$ cat src/rtl/pipe_pkg.sv
// Shared definitions for the RV32I pipeline control blocks.
package pipe_pkg;

  typedef enum logic [1:0] {
    RUN     = 2'd0,
    LDSTALL = 2'd1,
    MEMWAIT = 2'd2
  } hz_state_e;

  localparam logic [4:0] REG_X0     = 5'd0;
  localparam int         MEM_LOAD_W = 3;

endpackage

$ cat src/rtl/hz_detect.sv
// Load-use comparator: the load in E writes a register the instruction in D reads.
import pipe_pkg::*;

module hz_detect (
  input  logic [4:0]            rs1D,
  input  logic [4:0]            rs2D,
  input  logic                  use_rs1D,
  input  logic                  use_rs2D,
  input  logic [4:0]            rdE,
  input  logic [MEM_LOAD_W-1:0] mem_loadE,
  input  logic                  reg_writeE,
  output logic                  hz
);

  logic load_wr_s;
  logic match_s;

  assign load_wr_s = (mem_loadE != {MEM_LOAD_W{1'b0}}) && reg_writeE && (rdE != REG_X0);
  assign match_s   = (use_rs1D && (rs1D == rdE)) || (use_rs2D && (rs2D == rdE));
  assign hz        = load_wr_s && match_s;

endmodule

$ cat src/rtl/hazard_ctrl.sv
// Pipeline hazard controller: load-use bubbles, mispredict flush, memory-wait freeze,
// saturating stall/flush counters and a sticky memory-timeout flag.
import pipe_pkg::*;

module hazard_ctrl #(
  parameter int unsigned LOAD_BUBBLES = 1,
  parameter int unsigned MEM_TIMEOUT  = 255,
  parameter int unsigned CNT_W        = 16
) (
  input  logic                  CLK,
  input  logic                  RST,
  input  logic [4:0]            rs1D,
  input  logic [4:0]            rs2D,
  input  logic                  use_rs1D,
  input  logic                  use_rs2D,
  input  logic [4:0]            rdE,
  input  logic [MEM_LOAD_W-1:0] mem_loadE,
  input  logic                  reg_writeE,
  input  logic                  fail_predictE,
  input  logic                  mem_reqM,
  input  logic                  mem_readyM,
  output logic                  stallF,
  output logic                  stallD,
  output logic                  bubbleE,
  output logic                  flushD,
  output logic                  freeze,
  output logic [1:0]            state,
  output logic [CNT_W-1:0]      stall_cnt,
  output logic [CNT_W-1:0]      flush_cnt,
  output logic                  mem_err
);

  localparam bit         MULTI_BUBBLE = (LOAD_BUBBLES > 1);
  localparam logic [1:0] BCNT_INIT    = 2'(LOAD_BUBBLES - 1);
  localparam logic [7:0] TMO_LIM      = 8'(MEM_TIMEOUT - 1);

  hz_state_e        state_r, state_n_s;
  hz_state_e        ret_r, ret_n_s;
  logic [1:0]       bcnt_r, bcnt_n_s;
  logic [7:0]       wcnt_r, wcnt_n_s;
  logic [CNT_W-1:0] stall_cnt_r, flush_cnt_r;
  logic             mem_err_r, mem_err_n_s;

  logic hz_s, mw_s;
  logic stall_s, bubble_s, flush_s, freeze_s;
  logic stall_g_s, bubble_g_s, flush_g_s, freeze_g_s;

  hz_detect u_hz_detect (
    .rs1D       (rs1D),
    .rs2D       (rs2D),
    .use_rs1D   (use_rs1D),
    .use_rs2D   (use_rs2D),
    .rdE        (rdE),
    .mem_loadE  (mem_loadE),
    .reg_writeE (reg_writeE),
    .hz         (hz_s)
  );

  assign mw_s = mem_reqM && !mem_readyM;

  // Next-state and Mealy control decode, highest-priority condition first
  always_comb begin
    state_n_s = state_r;
    ret_n_s   = ret_r;
    bcnt_n_s  = bcnt_r;
    wcnt_n_s  = wcnt_r;
    stall_s   = 1'b0;
    bubble_s  = 1'b0;
    flush_s   = 1'b0;
    freeze_s  = 1'b0;
    if (mw_s) begin
      stall_s  = 1'b1;
      freeze_s = 1'b1;
      if (state_r == MEMWAIT) begin
        if (wcnt_r != 8'hFF) begin
          wcnt_n_s = wcnt_r + 8'd1;
        end else begin
          wcnt_n_s = wcnt_r;
        end
      end else begin
        ret_n_s   = state_r;
        wcnt_n_s  = 8'd0;
        state_n_s = MEMWAIT;
      end
    end else if (state_r == MEMWAIT) begin
      // Wait finished: one idle cycle, any pending mispredict is seen next cycle
      state_n_s = ret_r;
    end else if (fail_predictE) begin
      flush_s   = 1'b1;
      state_n_s = RUN;
      bcnt_n_s  = 2'd0;
    end else if ((state_r == RUN) && hz_s) begin
      stall_s  = 1'b1;
      bubble_s = 1'b1;
      if (MULTI_BUBBLE) begin
        bcnt_n_s  = BCNT_INIT;
        state_n_s = LDSTALL;
      end else begin
        state_n_s = RUN;
      end
    end else if (state_r == LDSTALL) begin
      stall_s  = 1'b1;
      bubble_s = 1'b1;
      if (bcnt_r <= 2'd1) begin
        bcnt_n_s  = 2'd0;
        state_n_s = RUN;
      end else begin
        bcnt_n_s  = bcnt_r - 2'd1;
        state_n_s = LDSTALL;
      end
    end else begin
      state_n_s = RUN;
    end
  end

  // Reset masks every combinational control
  always_comb begin
    if (RST) begin
      stall_g_s  = 1'b0;
      bubble_g_s = 1'b0;
      flush_g_s  = 1'b0;
      freeze_g_s = 1'b0;
    end else begin
      stall_g_s  = stall_s;
      bubble_g_s = bubble_s;
      flush_g_s  = flush_s;
      freeze_g_s = freeze_s;
    end
  end

  // Timeout flag is sticky; it trips once the wait count reaches the limit
  always_comb begin
    if (mw_s && (wcnt_n_s >= TMO_LIM)) begin
      mem_err_n_s = 1'b1;
    end else begin
      mem_err_n_s = mem_err_r;
    end
  end

  // FSM, wait/bubble counters and timeout flag
  always_ff @(posedge CLK) begin
    if (RST) begin
      state_r   <= RUN;
      ret_r     <= RUN;
      bcnt_r    <= 2'd0;
      wcnt_r    <= 8'd0;
      mem_err_r <= 1'b0;
    end else begin
      state_r   <= state_n_s;
      ret_r     <= ret_n_s;
      bcnt_r    <= bcnt_n_s;
      wcnt_r    <= wcnt_n_s;
      mem_err_r <= mem_err_n_s;
    end
  end

  // Saturating performance counters
  always_ff @(posedge CLK) begin
    if (RST) begin
      stall_cnt_r <= {CNT_W{1'b0}};
      flush_cnt_r <= {CNT_W{1'b0}};
    end else begin
      if (stall_g_s && (stall_cnt_r != {CNT_W{1'b1}})) begin
        stall_cnt_r <= stall_cnt_r + CNT_W'(1);
      end else begin
        stall_cnt_r <= stall_cnt_r;
      end
      if (flush_g_s && (flush_cnt_r != {CNT_W{1'b1}})) begin
        flush_cnt_r <= flush_cnt_r + CNT_W'(1);
      end else begin
        flush_cnt_r <= flush_cnt_r;
      end
    end
  end

  assign stallF    = stall_g_s;
  assign stallD    = stall_g_s;
  assign bubbleE   = bubble_g_s;
  assign flushD    = flush_g_s;
  assign freeze    = freeze_g_s;
  assign state     = state_r;
  assign stall_cnt = stall_cnt_r;
  assign flush_cnt = flush_cnt_r;
  assign mem_err   = mem_err_r;

endmodule

$ cat config.mk
export PLATFORM = sky130hd
export DESIGN_NAME = hazard_ctrl
export DESIGN_NICKNAME = d
export VERILOG_FILES = /design/src/rtl/pipe_pkg.sv /design/src/rtl/hz_detect.sv /design/src/rtl/hazard_ctrl.sv
export SDC_FILE = /design/constraint.sdc
export NUM_CORES = 1
export LEC_CHECK = 0
export ABC_AREA = 1
export CORE_MARGIN = 4
export CORE_UTILIZATION = 54
export CTS_CLUSTER_DIAMETER = 60
export DETAILED_ROUTE_END_ITERATION = 8
export GPL_ROUTABILITY_DRIVEN = 1
export GPL_TIMING_DRIVEN = 0
export PLACE_DENSITY = 0.95
export SYNTH_ARGS = -nofsm -noshare
export SYNTH_HDL_FRONTEND = slang
export SYNTH_SLANG_ARGS = --single-unit
$ cat constraint.sdc
create_clock -name CLK -period 2.8 [get_ports CLK]
set_input_delay 0.42 -clock CLK [delete_from_list [all_inputs] [get_ports CLK]]
set_output_delay 0.42 -clock CLK [all_outputs]
set_load 0.05 [all_outputs]
# == Word level (Yosys, flattened, before mapping) ==
# Index checks and enable logic that the tools add are counted.
# word_totals
ff_bits,47
wordCells,70
# classes
add_sub_neg,4
magnitude_cmp,2
eq_ne,9
n_mux,28
n_bitwise,2
n_reduce_logical,18
# op_table
cell,n
$add A16 B1 Y16 const B,2
$ne A16 B16 Y1 const B,2
$mux W8,3
$mux W2,10
$mux W1,15
$eq A5 B5 Y1,2
$logic_and A1 B1 Y1,10
$add A8 B1 Y8 const B,1
$ge A8 B8 Y1 const B,1
$ne A8 B8 Y1 const B,1
$reduce_bool A5 Y1,1
$ne A2 B2 Y1 const B,2
$reduce_and A4 Y1,1
$reduce_bool A3 Y1,1
$eq A2 B1 Y1 const B,1
$eq A2 B2 Y1 const B,1
$le A2 B1 Y1 const B,1
$logic_not A2 Y1,1
$not A1 Y1,2
$reduce_and A2 Y1,1
$reduce_bool A2 Y1,1
$sub A2 B1 Y2 const B,1
$logic_not A1 Y1,1
$logic_or A1 B1 Y1,1

# == Logic depth before layout (Yosys ltp) ==
# Gate-level depths: netlist of run 1.
# logic_depth
word_depth,11
ltp_mapped,14
ltp_nobuf,13

# == Hierarchy ==
# Synthesis of run 1 repeated with hierarchy kept, for this count alone.
# hier_totals
cells_unflattened,445
area_unflattened_um2,2946.6
# modules_own_cells
module,n_inst,cells_per_inst,area_each_um2,seq_area_each_um2
hazard_ctrl,1,387,2707.6,940.9
hz_detect,1,58,239.0,0.0

# == Worst setup path before layout of run 1 ==
# OpenSTA, ideal clock, no wires.
# synth_timing
path_type,in2out
from,input mem_reqM
to,output stallF
t_arrival_ns,2.207
required_ns,2.380
path_slack_ns,0.173
stages,8
cell_sequence,inv_1 -> nor2_4 -> inv_4 -> nor2_1 -> inv_1 -> nand2_4 -> buf_6 -> buf_4
# synth_via
elab_chain_len,3
# synth_rtl
element,line,text
from (decl),hazard_ctrl.sv:20,"input logic mem_reqM,"
$logic_and A1 B1 Y1,hazard_ctrl.sv:59,assign mw_s = mem_reqM && !mem_readyM;
$mux W1,hazard_ctrl.sv:71,if (mw_s) begin
$mux W1,hazard_ctrl.sv:118,if (RST) begin
to (decl),hazard_ctrl.sv:22,"output logic stallF,"
# No other way between the ends.

# == Worst setup path in the final report of run 1 ==
# layout_timing
from,input mem_reqM
to,output freeze
# layout_via
elab_chain_len,3
# layout_rtl
element,line,text
$logic_and A1 B1 Y1,hazard_ctrl.sv:59,
$mux W1,hazard_ctrl.sv:71,
$mux W1,hazard_ctrl.sv:118,
to (decl),hazard_ctrl.sv:26,"output logic freeze,"
# No other way between the ends.

==> reports/results.ini, run 1 <==
[outcome]
status = completed

[clock_network]
htree_levels = 2
ctsHoldBuffers = 0
root_buffer = clkbuf_8
cts_resized = 6
cts_inserted_buffers = 5
cts.sinks = 47
cts_tree = built
cts.clk_slew.worst_paths_ns = 0.08
clockBufferDepth = 2
clock_latency_ns = 0.31
postCtsSetupBuffers = 0

[timing]
finalMaxSlewViolations = 0
worst_slew_pin_slew_ns = 0.5265
setup_viol = 0
min_period_ns = 2.682
fmax_mhz = 372.8
fin_tns_setup_ns = 0
relSlewSlack = 0.6479
rsz0062_at_grt = false
finalHoldViolations = 0
fin_skew_ns = 0.01756
fin_crit_sh = 0.9580

[grt]
grt_usage = 0.2442
grt_pass1_vias = 2929
antenna_found_initial = 0
grt.overflow.total = 0
grt_first_pass_wirelength_um = 12480
grt_max_degree = 17

[critical_path]
start_kind = input pin
worstSetupEndpointType = output port
cp_max_fo = 10
crit_required_ns = 2.38
r2r_start = stall_cnt[0]
regToRegSetupSlack_ns = 0.99
ff2ff_path_depth = 8
rr_endpoint = stall_cnt[3]
worstSetupPathType = in -> out
crit_arrival_ns = 2.26

[yosys]
async_flop_share = 0
synth-adder-area-share = 0.01354
synth-compound-area-share = 0.1016
synth_warnings = 0
synth_cell_types = 30
synth_seq_cells = 47
syn_inst = 438
synth-simple-area-share = 0.4032
synth_top_area_cell = dfxtp_1
synth-xor-area-share = 0.02212
synth_top_family_by_area = simple AND/OR/NAND/NOR gates
synth_edf_count = 0
netlist_area_mm2 = 0.002771
syn_avg_cell_area_um2 = 6.327
seq_area_frac_synth = 0.3395
synth_fp_nets = 467
synth_area_leaders = dfxtp_1, nand2_1, inv_1
synth_top_cell_area_share = 0.3395
synth_top_flop_cell = dfxtp_1
synth.area.mux_share = 0

[floorplanning]
initial_utilization = 0.5716
pin_count = 66
die_w_um = 79.64
core_mm2 = 0.004848
die_y_um = 79.64
die_area_mm2 = 0.006343
rows = 25

[route]
drt_iter0_drc = 203
wl_per_cell_um = 12.81
ant_nets = 0
drcViolationCount = 0
first_pass_iters = 5
vias_per_cell = 5.236
drt-total-wl_um = 7390
vias = 3021

[placement]
port_buffers = 64
hpwlAfterDp_um = 5435
place.gp.congestion = 0.8930

[power_and_ir_drop]
ir_drop_v = 0.0002766
powerDensity_mw_per_mm2 = 381.5
p_leak_nw = 1.497
total_power_mw = 1.375

[layout]
antenna_cells = 0
fill_cells = 389
fin_nets = 538
multiInputGateArea_mm2 = 0.001498
layout_common_cells = nand2_1, inv_1, nor2_1, clkdlybuf4s50_1, dfxtp_1
final_common_cell = nand2_1
synthToLayoutAreaGrowth_pct = 30.02
drive_above_1_share = 0.05686
seq_area_um2 = 940.9

[min_path]
min_to = ret_r[1]
min_path_cells = 2
hp-start = ret_r[1]
hp-class = reg -> reg

[job]
maxCapViolCount = 0

[layer usage]
metal	wire [um]	vias up	global-route usage
met4	196	0	0.1186
li1	-	1529	-
met2	3501	116	0.4124
met5	0	-	0
met1	3229	1357	0.2940
met3	462	19	0.04966
[state kept, by name, indices dropped and copies added, names as in the netlist]
| register | flops |
|---|---|
| mem_err | 1 |
| wcnt_r | 8 |
| stall_cnt | 16 |
| state | 2 |
| flush_cnt | 16 |
| bcnt_r | 2 |
| ret_r | 2 |
[cells by family after synthesis]
group,after synthesis
AOI/OAI and AO/OA,54
xor gates and xnor gates,7
adders and majority gates,3
buffers and inverters,81
DFF,47
and+or+nand+nor,246
[critical path, stage by stage]
cell	delay, ns
clkdlybuf4s50_1	0.45
inv_1	0.05
nor2_4	0.26
inv_4	0.09
nor2_1	0.15
clkdlybuf4s50_1	0.83
[worst max-delay path by stage]
| stage | cells after the start | end | slack [ns] | from |
|---|---|---|---|---|
| 5_1_grt | 12 | bubbleE | 0.02 | rdE[4] |
| 3_5_place_dp | 14 | stallF | -0.37 | rdE[1] |
| 4_1_cts | 6 | flushD | 0.12 | mem_readyM |
| 2_1_floorplan | 8 | stallF | 0.17 | mem_reqM |
| 3_3_place_gp | 10 | stallF | -0.33 | mem_reqM |
| 6_report | 6 | freeze | 0.12 | mem_reqM |
[stage by stage]
stage / worst slack [ns] / instances / hold slack (ns) / utilization / area [um2]
global route: 0.01691 / 577 / 0.4858 / 0.7432 / 3603
detailed placement: -0.3734 / 569 / 0.4476 / 0.7210 / 3496
floorplan: 0.1728 / 438 / 0.4295 / - / 2771
finish: 0.1176 / 577 / 0.4598 / 0.7432 / 3603
CTS: 0.1226 / 577 / 0.4606 / 0.7443 / 3608
global placement: -0.3284 / 569 / 0.4396 / 0.7210 / 3496
[power breakdown]
group          leakage [nW]  switching (mW)  total [mW]  internal, mW
sequential            0.380         0.00735       0.683         0.675
clock                0.0548           0.247       0.516         0.269
combinational          1.06           0.103       0.176        0.0722
total                  1.50           0.358        1.37          1.02
[final cells by class]
| class | count | area share |
|---|---|---|
| multi-input cells | 310 | 0.4156 |
| flip-flops and latches | 47 | 0.2611 |
| repair buffers | 64 | 0.1757 |
| inverters | 72 | 0.07569 |
| well taps | 67 | 0.02326 |
| clock buffers | 5 | 0.01910 |
| plain buffers | 9 | 0.01667 |
| clock inverters | 3 | 0.01285 |
[cells in the mapped netlist (3+ instances only)]
| library cell | instances |
|---|---|
| nor2_1 | 63 |
| o21ai_0 | 17 |
| buf_6 | 3 |
| dfxtp_1 | 47 |
| clkbuf_1 | 5 |
| xor2_1 | 7 |
| nand2_4 | 3 |
| nand2_1 | 104 |
| a21oi_1 | 33 |
| nand4_1 | 5 |
| ha_1 | 3 |
| nor2_4 | 3 |
| nor3_1 | 11 |
| nor3b_1 | 3 |
| inv_1 | 71 |
| nand3_1 | 42 |
Power figures use the tool's default switching activity.
==> inputs of run 2 (changes only) <==
--- a/config.mk
+++ b/config.mk
@@ -13,6 +13,7 @@
 export GPL_ROUTABILITY_DRIVEN = 1
 export GPL_TIMING_DRIVEN = 0
 export PLACE_DENSITY = 0.95
+export RECOVER_POWER = 100
 export SYNTH_ARGS = -nofsm -noshare
 export SYNTH_HDL_FRONTEND = slang
 export SYNTH_SLANG_ARGS = --single-unit
==> reports/results.ini, run 2 (same netlist as run 1, synthesis figures left out) <==
[timing]
finalMaxSlewViolations = 0  ; unchanged
fin_skew_ns = 0.01787  ; was 0.01756 ns
fin_crit_sh = 0.9452  ; was 0.9580
relSlewSlack = 0.6469  ; was 0.6479
finalHoldViolations = 0  ; unchanged
fmax_mhz = 377.8  ; was 372.8 MHz
fin_tns_setup_ns = 0  ; unchanged
setup_viol = 0  ; unchanged
rsz0062_at_grt = false  ; unchanged
min_period_ns = 2.647  ; was 2.682 ns
worst_slew_pin_slew_ns = 0.5279  ; was 0.5265 ns

[grt]
grt_pass1_vias = 2929  ; unchanged
grt_max_degree = 17  ; unchanged
grt.overflow.total = 0  ; unchanged
grt_usage = 0.2442  ; unchanged
grt_first_pass_wirelength_um = 12480  ; unchanged
antenna_found_initial = 0  ; unchanged

[layout]
layout_common_cells = nand2_1, inv_1, nor2_1, dfxtp_1, nand3_1  ; was nand2_1, inv_1, nor2_1, clkdlybuf4s50_1, dfxtp_1
final_common_cell = nand2_1  ; unchanged
fin_nets = 538  ; unchanged
drive_above_1_share = 0.03725  ; was 0.05686
synthToLayoutAreaGrowth_pct = 27.86  ; was 30.02%
utilization = 0.7308  ; was 0.7432
final_area_mm2 = 0.003543  ; was 0.003603 mm2
antenna_cells = 0  ; unchanged

[outcome]
status = completed  ; unchanged

[clock_network]
clock_latency_ns = 0.31  ; about the same
root_buffer = clkbuf_8  ; unchanged
htree_levels = 2  ; unchanged
clockBufferDepth = 2  ; unchanged
ctsHoldBuffers = 0  ; unchanged
cts.clk_slew.worst_paths_ns = 0.08  ; about the same
cts_inserted_buffers = 5  ; unchanged
cts.sinks = 47  ; unchanged
postCtsSetupBuffers = 0  ; unchanged
cts_tree = built  ; unchanged

[critical_path]
crit_top_cell = clkdlybuf4s50_1  ; unchanged
critPathSlowestCell = clkdlybuf4s50_1  ; unchanged
path_cells = clkdlybuf4s50_1 > inv_1 > nor2_4 > inv_4 > nor2_1 > clkdlybuf4s50_1  ; unchanged
worstSetupEndpointType = output port  ; unchanged
start_kind = input pin  ; unchanged
crit_arrival_ns = 2.23  ; was 2.26 ns
crit_required_ns = 2.38  ; about the same
cp_max_fo = 10  ; unchanged
worstSetupPathType = in -> out  ; unchanged
critPathMaxStageDelay_ns = 0.83  ; about the same

[floorplanning]
die_w_um = 79.64  ; unchanged
pin_count = 66  ; unchanged
die_y_um = 79.64  ; unchanged
rows = 25  ; unchanged
die_area_mm2 = 0.006343  ; unchanged
initial_utilization = 0.5716  ; unchanged
core_mm2 = 0.004848  ; unchanged

[route]
drt_iter0_drc = 211  ; was 203
drcViolationCount = 0  ; unchanged
vias = 2991  ; was 3,021
wl_per_cell_um = 12.68  ; was 12.81 um
ant_nets = 0  ; unchanged
vias_per_cell = 5.184  ; was 5.236
drt-total-wl_um = 7316  ; was 7390 um
first_pass_iters = 4  ; was 5

[power_and_ir_drop]
p_leak_nw = 1.606  ; was 1.497 nW
powerDensity_mw_per_mm2 = 385.3  ; was 381.5 mW/mm2
ir_drop_v = 0.0002774  ; was 0.0002766 V

[placement]
port_buffers = 64  ; unchanged
post_dp_cell_area_mm2 = 0.003496  ; unchanged
hpwlAfterDp_um = 5435  ; unchanged
place.gp.congestion = 0.8930  ; unchanged

[min_path]
hp-class = reg -> reg  ; unchanged

[job]
maxCapViolCount = 0  ; unchanged

-- run 2: path summary, 6_finish.rpt --
kind / from / endpoint / slack [ns] / depth (start not counted)
worst max-delay path: mem_reqM / freeze / 0.15 / 6
worst min-delay path: ret_r[1] / ret_r[1] / 0.46 / 2
worst max register to register: state[0] / flush_cnt[11] / 0.83 / 11
worst min register to register: ret_r[1] / ret_r[1] / 0.46 / 2
-- run 2: timing repair --
| item | 4_1_cts | 5_1_grt |
|---|---|---|
| resized for setup | 6 | 3 |
| setup endpoints to repair | 3 | 2 |
| gates cloned | 0 | 0 |
-- run 2: final cells by class --
cell class	count	area, um2
buffer	9	45.04
clock buffer	5	68.82
clock inverter	3	46.29
fill	402	1305
inverter	72	272.8
multi-input combinational	310	1453
sequential	47	940.9
tap	67	83.83
timing repair buffer	64	633.1
-- run 2: layer usage --
metal / track usage / up-vias / routed length, um
li1: - / 1529 / -
met1: 0.2940 / 1325 / 3183
met2: 0.4124 / 123 / 3482
met3: 0.04966 / 14 / 494
met4: 0.1186 / 0 / 155
met5: 0 / - / 0
-- run 2: power by group --
group | internal [mW] | switching, mW | total [mW]
combinational | 0.0678 | 0.101 | 0.169
sequential | 0.675 | 0.00740 | 0.683
clock | 0.269 | 0.245 | 0.514
-- run 2: through the flow --
stage          std cells  setup WS [ns]  hold WS, ns  power, mW
2_1_floorplan        438         0.1728       0.4295     0.8006
3_3_place_gp         569        -0.3284       0.4396     0.8666
3_5_place_dp         569        -0.3734       0.4476     0.8723
4_1_cts              577         0.1226       0.4606      1.383
5_1_grt              577        0.01691       0.4858      1.422
6_report             577         0.1533       0.4569      1.365
-- run 2: critical path: cells and delay by family --
family        cells  cell delay [ns]
buf+inv           4             1.40
simple gates      2             0.40
==> inputs of run 3 (changes only) <==
--- a/config.mk
+++ b/config.mk
@@ -14,6 +14,7 @@
 export GPL_TIMING_DRIVEN = 0
 export PLACE_DENSITY = 0.95
 export RECOVER_POWER = 100
+export SLEW_MARGIN = 30
 export SYNTH_ARGS = -nofsm -noshare
 export SYNTH_HDL_FRONTEND = slang
 export SYNTH_SLANG_ARGS = --single-unit
==> results of run 3 <==
No change in the layout: final DEF, timing and power equal those of run 2.
